==> src/rtl/lcd_ctrl_if.sv <==
// LSU-side LCD register strobe, LCD pad bus and status bundle.
// The slave modport is the controller's view; master is the LSU/board view.
`timescale 1ns/1ps
interface lcd_ctrl_if;
    logic [31:0] i_lcd;
    logic        i_lcd_vld;
    logic [7:0]  i_lcd_data;
    logic [7:0]  o_lcd_data;
    logic        o_lcd_data_oe;
    logic        o_lcd_en;
    logic        o_lcd_rs;
    logic        o_lcd_rw;
    logic        o_lcd_on;
    logic        o_lcd_blon;
    logic        o_busy;
    logic        o_drop;
    logic [7:0]  o_rd_data;
    logic        o_rd_vld;

    modport master (
        output i_lcd, i_lcd_vld, i_lcd_data,
        input  o_lcd_data, o_lcd_data_oe, o_lcd_en, o_lcd_rs, o_lcd_rw,
        input  o_lcd_on, o_lcd_blon, o_busy, o_drop, o_rd_data, o_rd_vld
    );

    modport slave (
        input  i_lcd, i_lcd_vld, i_lcd_data,
        output o_lcd_data, o_lcd_data_oe, o_lcd_en, o_lcd_rs, o_lcd_rw,
        output o_lcd_on, o_lcd_blon, o_busy, o_drop, o_rd_data, o_rd_vld
    );
endinterface

==> src/rtl/lcd_ctrl.sv <==
// HD44780 bus sequencer: setup, EN pulse, hold, execution wait per LCD write.
// LCD_CTRL_PENDING_EN adds a one-entry slot for writes arriving while busy.
`timescale 1ns/1ps
module lcd_ctrl #(
    parameter int T_SETUP      = 2,
    parameter int T_PULSE      = 12,
    parameter int T_HOLD       = 2,
    parameter int T_EXEC_SHORT = 2000,
    parameter int T_EXEC_LONG  = 82000
) (
    input  logic    i_clk,
    input  logic    i_rst_n,
    lcd_ctrl_if.slave bus
);

    localparam int TMAX = (T_EXEC_LONG > T_EXEC_SHORT) ? T_EXEC_LONG : T_EXEC_SHORT;
    localparam int CW   = $clog2(TMAX + 1);

    localparam logic [CW-1:0] LD_SETUP = CW'(T_SETUP - 1);
    localparam logic [CW-1:0] LD_PULSE = CW'(T_PULSE - 1);
    localparam logic [CW-1:0] LD_HOLD  = CW'(T_HOLD - 1);
    localparam logic [CW-1:0] LD_SHORT = CW'(T_EXEC_SHORT - 1);
    localparam logic [CW-1:0] LD_LONG  = CW'(T_EXEC_LONG - 1);

    typedef enum logic [2:0] {
        IDLE,
        SETUP,
        PULSE,
        HOLD,
        EXEC
    } state_t;

    state_t        state;
    state_t        state_nxt;
    logic [CW-1:0] cnt;
    logic [CW-1:0] cnt_nxt;

    logic [7:0] act_data;
    logic       act_rs;
    logic       act_rw;

    logic [9:0] in_word;
    logic       done;
    logic       is_long;
    logic       drive;
    logic       take_new;
    logic       take_pend;
    logic       finish;
    logic       cap;
    logic       drop;
    logic       pend_vld;

    logic       drop_q;
    logic       rd_vld_q;
    logic [7:0] rd_data_q;
    logic       on_q;
    logic       blon_q;

    logic       unused_bits;

    // {RW, RS, DATA}; bit 8 and the middle of the word carry nothing here
    assign in_word     = {bus.i_lcd[10], bus.i_lcd[9], bus.i_lcd[7:0]};
    assign unused_bits = ^{bus.i_lcd[29:11], bus.i_lcd[8]};

    assign done    = (cnt == '0);
    assign is_long = !act_rs && (act_data[7:2] == 6'd0) && (act_data[1:0] != 2'd0);

    always_comb begin
        state_nxt = state;
        cnt_nxt   = cnt - CW'(1);
        take_new  = 1'b0;
        take_pend = 1'b0;
        finish    = 1'b0;
        cap       = 1'b0;
        unique case (state)
            IDLE: begin
                cnt_nxt = cnt;
                if (bus.i_lcd_vld) begin
                    take_new  = 1'b1;
                    state_nxt = SETUP;
                    cnt_nxt   = LD_SETUP;
                end
            end
            SETUP: begin
                if (done) begin
                    state_nxt = PULSE;
                    cnt_nxt   = LD_PULSE;
                end
            end
            PULSE: begin
                if (done) begin
                    state_nxt = HOLD;
                    cnt_nxt   = LD_HOLD;
                    cap       = act_rw;
                end
            end
            HOLD: begin
                if (done) begin
                    if (act_rw) begin
                        finish = 1'b1;
                    end else begin
                        state_nxt = EXEC;
                        cnt_nxt   = is_long ? LD_LONG : LD_SHORT;
                    end
                end
            end
            EXEC: begin
                if (done) begin
                    finish = 1'b1;
                end
            end
            default: begin
                state_nxt = IDLE;
                cnt_nxt   = '0;
            end
        endcase
        // A queued word starts straight away, so back-to-back cycles have no IDLE gap
        if (finish) begin
            if (pend_vld) begin
                take_pend = 1'b1;
                state_nxt = SETUP;
                cnt_nxt   = LD_SETUP;
            end else begin
                state_nxt = IDLE;
                cnt_nxt   = '0;
            end
        end
    end

`ifdef LCD_CTRL_PENDING_EN
    logic [9:0] pend_word;
    logic       store;

    // The slot freed by take_pend can absorb a write landing in that same cycle
    assign store = bus.i_lcd_vld && (state != IDLE) && (!pend_vld || take_pend);
    assign drop  = bus.i_lcd_vld && (state != IDLE) && !store;

    always_ff @(posedge i_clk) begin
        if (!i_rst_n) begin
            pend_vld  <= 1'b0;
            pend_word <= '0;
        end else if (store) begin
            pend_vld  <= 1'b1;
            pend_word <= in_word;
        end else if (take_pend) begin
            pend_vld  <= 1'b0;
        end
    end
`else
    logic [9:0] pend_word;

    assign pend_vld  = 1'b0;
    assign pend_word = '0;
    assign drop      = bus.i_lcd_vld && (state != IDLE);
`endif

    always_ff @(posedge i_clk) begin
        if (!i_rst_n) begin
            state     <= IDLE;
            cnt       <= '0;
            act_data  <= '0;
            act_rs    <= 1'b0;
            act_rw    <= 1'b0;
            drop_q    <= 1'b0;
            rd_vld_q  <= 1'b0;
            rd_data_q <= '0;
            on_q      <= 1'b0;
            blon_q    <= 1'b0;
        end else begin
            state    <= state_nxt;
            cnt      <= cnt_nxt;
            drop_q   <= drop;
            rd_vld_q <= cap;
            if (take_new) begin
                {act_rw, act_rs, act_data} <= in_word;
            end else if (take_pend) begin
                {act_rw, act_rs, act_data} <= pend_word;
            end
            if (cap) begin
                rd_data_q <= bus.i_lcd_data;
            end
            if (bus.i_lcd_vld) begin
                on_q   <= bus.i_lcd[31];
                blon_q <= bus.i_lcd[30];
            end
        end
    end

    assign drive = (state == SETUP) || (state == PULSE) || (state == HOLD);

    assign bus.o_lcd_en      = (state == PULSE);
    assign bus.o_lcd_rs      = drive && act_rs;
    assign bus.o_lcd_rw      = drive && act_rw;
    assign bus.o_lcd_data    = drive ? act_data : 8'd0;
    assign bus.o_lcd_data_oe = drive && !act_rw;
    assign bus.o_lcd_on      = on_q;
    assign bus.o_lcd_blon    = blon_q;
    assign bus.o_busy        = (state != IDLE) || pend_vld;
    assign bus.o_drop        = drop_q;
    assign bus.o_rd_data     = rd_data_q;
    assign bus.o_rd_vld      = rd_vld_q;

endmodule
==> src/flat_wrapper.sv <==
// flat-port wrapper written by rule: the top's interface ports become plain ports
module lcd_ctrl_flat 
#(
    parameter int T_SETUP      = 2,
    parameter int T_PULSE      = 12,
    parameter int T_HOLD       = 2,
    parameter int T_EXEC_SHORT = 2000,
    parameter int T_EXEC_LONG  = 82000
)
  (i_clk, i_rst_n, bus_i_lcd, bus_i_lcd_vld, bus_i_lcd_data, bus_o_lcd_data, bus_o_lcd_data_oe, bus_o_lcd_en, bus_o_lcd_rs, bus_o_lcd_rw, bus_o_lcd_on, bus_o_lcd_blon, bus_o_busy, bus_o_drop, bus_o_rd_data, bus_o_rd_vld);
  lcd_ctrl_if bus_i ();
  input  logic i_clk;
  input  logic i_rst_n;
  input wire logic [$bits(bus_i.i_lcd)-1:0] bus_i_lcd;
  input wire logic [$bits(bus_i.i_lcd_vld)-1:0] bus_i_lcd_vld;
  input wire logic [$bits(bus_i.i_lcd_data)-1:0] bus_i_lcd_data;
  output wire logic [$bits(bus_i.o_lcd_data)-1:0] bus_o_lcd_data;
  output wire logic [$bits(bus_i.o_lcd_data_oe)-1:0] bus_o_lcd_data_oe;
  output wire logic [$bits(bus_i.o_lcd_en)-1:0] bus_o_lcd_en;
  output wire logic [$bits(bus_i.o_lcd_rs)-1:0] bus_o_lcd_rs;
  output wire logic [$bits(bus_i.o_lcd_rw)-1:0] bus_o_lcd_rw;
  output wire logic [$bits(bus_i.o_lcd_on)-1:0] bus_o_lcd_on;
  output wire logic [$bits(bus_i.o_lcd_blon)-1:0] bus_o_lcd_blon;
  output wire logic [$bits(bus_i.o_busy)-1:0] bus_o_busy;
  output wire logic [$bits(bus_i.o_drop)-1:0] bus_o_drop;
  output wire logic [$bits(bus_i.o_rd_data)-1:0] bus_o_rd_data;
  output wire logic [$bits(bus_i.o_rd_vld)-1:0] bus_o_rd_vld;
  assign bus_i.i_lcd = bus_i_lcd;
  assign bus_i.i_lcd_vld = bus_i_lcd_vld;
  assign bus_i.i_lcd_data = bus_i_lcd_data;
  assign bus_o_lcd_data = bus_i.o_lcd_data;
  assign bus_o_lcd_data_oe = bus_i.o_lcd_data_oe;
  assign bus_o_lcd_en = bus_i.o_lcd_en;
  assign bus_o_lcd_rs = bus_i.o_lcd_rs;
  assign bus_o_lcd_rw = bus_i.o_lcd_rw;
  assign bus_o_lcd_on = bus_i.o_lcd_on;
  assign bus_o_lcd_blon = bus_i.o_lcd_blon;
  assign bus_o_busy = bus_i.o_busy;
  assign bus_o_drop = bus_i.o_drop;
  assign bus_o_rd_data = bus_i.o_rd_data;
  assign bus_o_rd_vld = bus_i.o_rd_vld;
  lcd_ctrl #(.T_SETUP(T_SETUP), .T_PULSE(T_PULSE), .T_HOLD(T_HOLD), .T_EXEC_SHORT(T_EXEC_SHORT), .T_EXEC_LONG(T_EXEC_LONG)) u_core (.i_clk(i_clk), .i_rst_n(i_rst_n), .bus(bus_i));
endmodule
==> config.mk <==
export PLATFORM = sky130hd
export DESIGN_NAME = lcd_ctrl_flat
export DESIGN_NICKNAME = d
export VERILOG_FILES = /design/src/rtl/lcd_ctrl_if.sv /design/src/rtl/lcd_ctrl.sv /design/src/flat_wrapper.sv
export SDC_FILE = /design/constraint.sdc
export NUM_CORES = 1
export LEC_CHECK = 0
export ABC_AREA = 1
export CELL_PAD_IN_SITES_DETAIL_PLACEMENT = 1
export CELL_PAD_IN_SITES_GLOBAL_PLACEMENT = 2
export CORE_MARGIN = 2
export CORE_UTILIZATION = 27
export DETAILED_ROUTE_END_ITERATION = 7
export PLACE_DENSITY_LB_ADDON = 0.1
export SLEW_MARGIN = 5
export SYNTH_ARGS = -nofsm -noshare
export SYNTH_HDL_FRONTEND = slang
export SYNTH_SLANG_ARGS = --single-unit
==> constraint.sdc <==
create_clock -name i_clk -period 2.55 [get_ports i_clk]
set_input_delay 0.51 -clock i_clk [delete_from_list [all_inputs] [get_ports i_clk]]
set_output_delay 0.51 -clock i_clk [all_outputs]
set_load 0.05 [all_outputs]
==> impl_metrics.sql <==
INSERT INTO impl_metrics (metric_group, metric, value, unit) VALUES
('floorplan', 'floorplan.initialDensity', '27.7', '%'),
('routing', 'initialDrtViolationCount', '50', ''),
('cts', 'clk_latency', '0.30', 'ns'),
('timing', 'setup_viol', '0', ''),
('cts', 'cts.reportedPaths.clkPinSlew', '0.09', 'ns'),
('logic_synthesis', 'post_synthesis_area_per_instance', '6.79', 'um^2'),
('critical_path', 'critPathKind', 'flip-flop to output port', ''),
('cts', 'ctsResizeCount', '0', ''),
('timing', 'grt_setup_unrepaired', 'false', ''),
('critical_path', 'endpoint_kind', 'output port', ''),
('logic_synthesis', 'synth_largest_type_area_fraction', '37.2', '%'),
('placed_design', 'detailed_place_hpwl', '5030', 'um'),
('routing', 'drcViolationCount', '0', ''),
('cts', 'cts_sinks', '42', ''),
('floorplan', 'die_width', '95.5', 'um'),
('power', 'p_clk_share', '10.1', '%'),
('cts', 'clock-root-buffer', 'sky130_fd_sc_hd__clkbuf_8', ''),
('timing', 'finalHoldViolCount', '0', ''),
('logic_synthesis', 'syn-num-nets', '378', ''),
('routing', 'first_pass_iters', '4', ''),
('power', 'report.power.total', '4.28', 'mW'),
('critical_path', 'arrival', '1.91', 'ns'),
('timing', 'maxSlewHeadroom', '62.6', '%'),
('logic_synthesis', 'synthDominantAreaCellType', 'sky130_fd_sc_hd__dfxtp_1', ''),
('power', 'p_leak', '1.28', 'nW'),
('timing', 'timing_max_transition_violations_final', '0', ''),
('power', 'combinationalPowerShare', '66.1', '%'),
('power', 'internal_power', '1.95', 'mW'),
('power', 'swShare', '54.5', '%'),
('placed_design', 'detailed_place.area', '2820', 'um^2'),
('logic_synthesis', 'yosysWarnings', '0', ''),
('critical_path', 'path_max_fanout', '4', ''),
('cts', 'clock_tree.htree_level_count', '2', ''),
('global_routing', 'via_count_of_the_first_global_routing_pass', '2293', ''),
('global_routing', 'maximum_number_of_pins_on_one_net_before_global_route_repair', '22', ''),
('final_layout', 'layout.nets', '427', ''),
('critical_path', 'crit_chain', 'nor2_1, nand2_1, inv_1, clkdlybuf4s50_1', ''),
('critical_path', 'worst-endpoint-required', '2.04', 'ns'),
('placed_design', 'gp_congestion', '0.719', ''),
('run', 'cap_viol_max_count', '0', ''),
('power', 'power.density', '1480', 'nW/um^2'),
('timing', 'achievable-frequency', '0.414', 'GHz'),
('critical_path', 'cell_with_the_biggest_individual_delay_on_the_critical_path', 'sky130_fd_sc_hd__clkdlybuf4s50_1', ''),
('timing', 'final_min_period_over_clock_period', '94.7', '%'),
('logic_synthesis', 'synth-seq-cells', '42', ''),
('floorplan', 'row_count', '33', ''),
('critical_path', 'reg2regPathDepth', '11', ''),
('floorplan', 'core', '8180', 'um^2'),
('cts', 'cts_made_buffers', '5', ''),
('routing', 'route.final.wire_length', '6590', 'um'),
('cts', 'ctsLongestPathBuffers', '2', ''),
('logic_synthesis', 'netlist_top_cells_area', 'sky130_fd_sc_hd__dfxtp_1 (37%), sky130_fd_sc_hd__nor2_1 (11%), sky130_fd_sc_hd__nand2_1 (9.0%), sky130_fd_sc_hd__o21ai_0 (7.1%), sky130_fd_sc_hd__inv_1 (6.5%)', ''),
('final_layout', 'area_growth_syn_to_layout', '28.0', '%'),
('timing', 'worst_hold_slack', '0.475', 'ns'),
('logic_synthesis', 'syn_inst', '333', ''),
('placed_design', 'io_buffers', '47', ''),
('floorplan', 'io_pins', '68', ''),
('global_routing', 'grt_pass1_wl', '11200', 'um'),
('cts', 'ctsHoldBuffers', '0', ''),
('timing', 'timing.clock.skew', '0.0116', 'ns'),
('timing', 'setup_tns', '0', 'ns'),
('final_layout', 'final_design_area_no_fill', '2900', 'um^2'),
('run_status', 'run_status', 'finished, final reports clean', ''),
('timing', 'tightest_slew', '0.560', 'ns'),
('final_layout', 'n_antenna_cell', '0', ''),
('power', 'power.switching', '2.33', 'mW'),
('hold_path', 'hp-class', 'flip-flop to flip-flop', ''),
('hold_path', 'whs_path_depth', '2', ''),
('global_routing', 'total_routing_resource_utilization_after_global_routing', '15.8', '%'),
('cts', 'cts_tree', 'done', ''),
('routing', 'dr_total_vias', '2200', '');
==> placed cells by master (no fill, tap or decap), types with 2 or more instances in the layout <==
master and instances:
sky130_fd_sc_hd__a21oi_1 21, sky130_fd_sc_hd__buf_4 12, sky130_fd_sc_hd__clkbuf_8 5, sky130_fd_sc_hd__clkdlybuf4s50_1 36, sky130_fd_sc_hd__clkinv_2 2, sky130_fd_sc_hd__dfxtp_1 42
sky130_fd_sc_hd__ha_1 2, sky130_fd_sc_hd__inv_1 39, sky130_fd_sc_hd__inv_2 4, sky130_fd_sc_hd__nand2_1 54, sky130_fd_sc_hd__nand2_2 5, sky130_fd_sc_hd__nand2_4 2
sky130_fd_sc_hd__nand3_1 20, sky130_fd_sc_hd__nand3_2 2, sky130_fd_sc_hd__nand4_1 5, sky130_fd_sc_hd__nor2_1 68, sky130_fd_sc_hd__nor2_2 4, sky130_fd_sc_hd__nor2_4 2
sky130_fd_sc_hd__nor3_1 10, sky130_fd_sc_hd__o21ai_0 32, sky130_fd_sc_hd__xnor2_1 2, sky130_fd_sc_hd__xor2_1 6
==> logic make-up after synthesis <==
logic type / share of synthesized area, %
buf+inv: 8.57
compound gates: 13.2
fa+ha+maj: 1.11
xor+xnor: 3.10
simple gates: 36.9
flops: 37.2
==> synth_stat cells (all sizes together) <==
library cell and count:
a21oi 22, xor2 6, dfxtp 42, clkbuf 5, o21ai 33, xnor2 2, nand3 23, nor3 11
nand4 5, buf 1, nand2 62, inv 44, nor2 75, ha 2
==> state kept, by name, summed over array words and instances, names as in the netlist <==
register,flops
u_core.bus.o_lcd_blon,1
u_core.state,3
u_core.bus.o_rd_vld,1
u_core.act_rs,1
u_core.act_data,8
u_core.bus.o_rd_data,8
u_core.act_rw,1
u_core.bus.o_lcd_on,1
u_core.cnt,17
u_core.bus.o_drop,1
==> final timing paths <==
check,slack [ns],endpoint,startpoint
setup / recovery,0.13,bus_o_lcd_en,u_core.state[2]$_SDFFE_PP0P_
hold / removal,0.48,u_core.cnt[0]$_SDFFE_PP0N_,u_core.cnt[0]$_SDFFE_PP0N_
setup reg to reg,0.61,u_core.cnt[5]$_SDFFE_PP0N_,u_core.cnt[0]$_SDFFE_PP0N_
hold reg to reg,0.48,u_core.cnt[0]$_SDFFE_PP0N_,u_core.cnt[0]$_SDFFE_PP0N_
==> through the flow <==
| stage | util [%] | std cells | worst slack [ns] |
|---|---|---|---|
| floorplan | - | 333 | 0.545 |
| global placement | 34.5 | 480 | 0.449 |
| detailed placement | 34.5 | 480 | 0.455 |
| CTS | 35.4 | 487 | 0.108 |
| global route | 35.4 | 487 | 0.0272 |
| finish | 35.4 | 487 | 0.135 |
==> layer usage <==
layer / routed length [um] / track usage [%] / vias up
met5: 0 / 0 / -
met4: 78 / 4.52 / 0
met3: 291 / 4.27 / 6
met2: 3000 / 25.3 / 37
met1: 3220 / 20.8 / 1011
li1: - / - / 1146
==> final cells by class <==
class	instances	area (um^2)
Clock buffer	5	68.8
Clock inverter	2	10.0
Fill cell	1043	5280
Inverter	44	168
Multi-Input combinational cell	241	1230
Sequential cell	42	841
Tap cell	105	131
Timing Repair Buffer	48	450
==> worst max-delay path: cells and delay by family (launching register included) <==
kind / cells / cell delay, ns
flip-flops: 1 / 0.35
buffers and inverters: 2 / 0.92
AND/OR/NAND/NOR: 2 / 0.33
==> power groups by stage <==
stage	clock network (mW)	registers, mW	logic [mW]
global route	0.483	1.05	3.19
CTS	0.461	1.02	2.88
finish	0.431	1.02	2.83
global placement	0	1.03	2.84
detailed placement	0	1.04	2.86
floorplan	0	1.04	2.16
No activity file was read; power rests on OpenSTA's default activity.
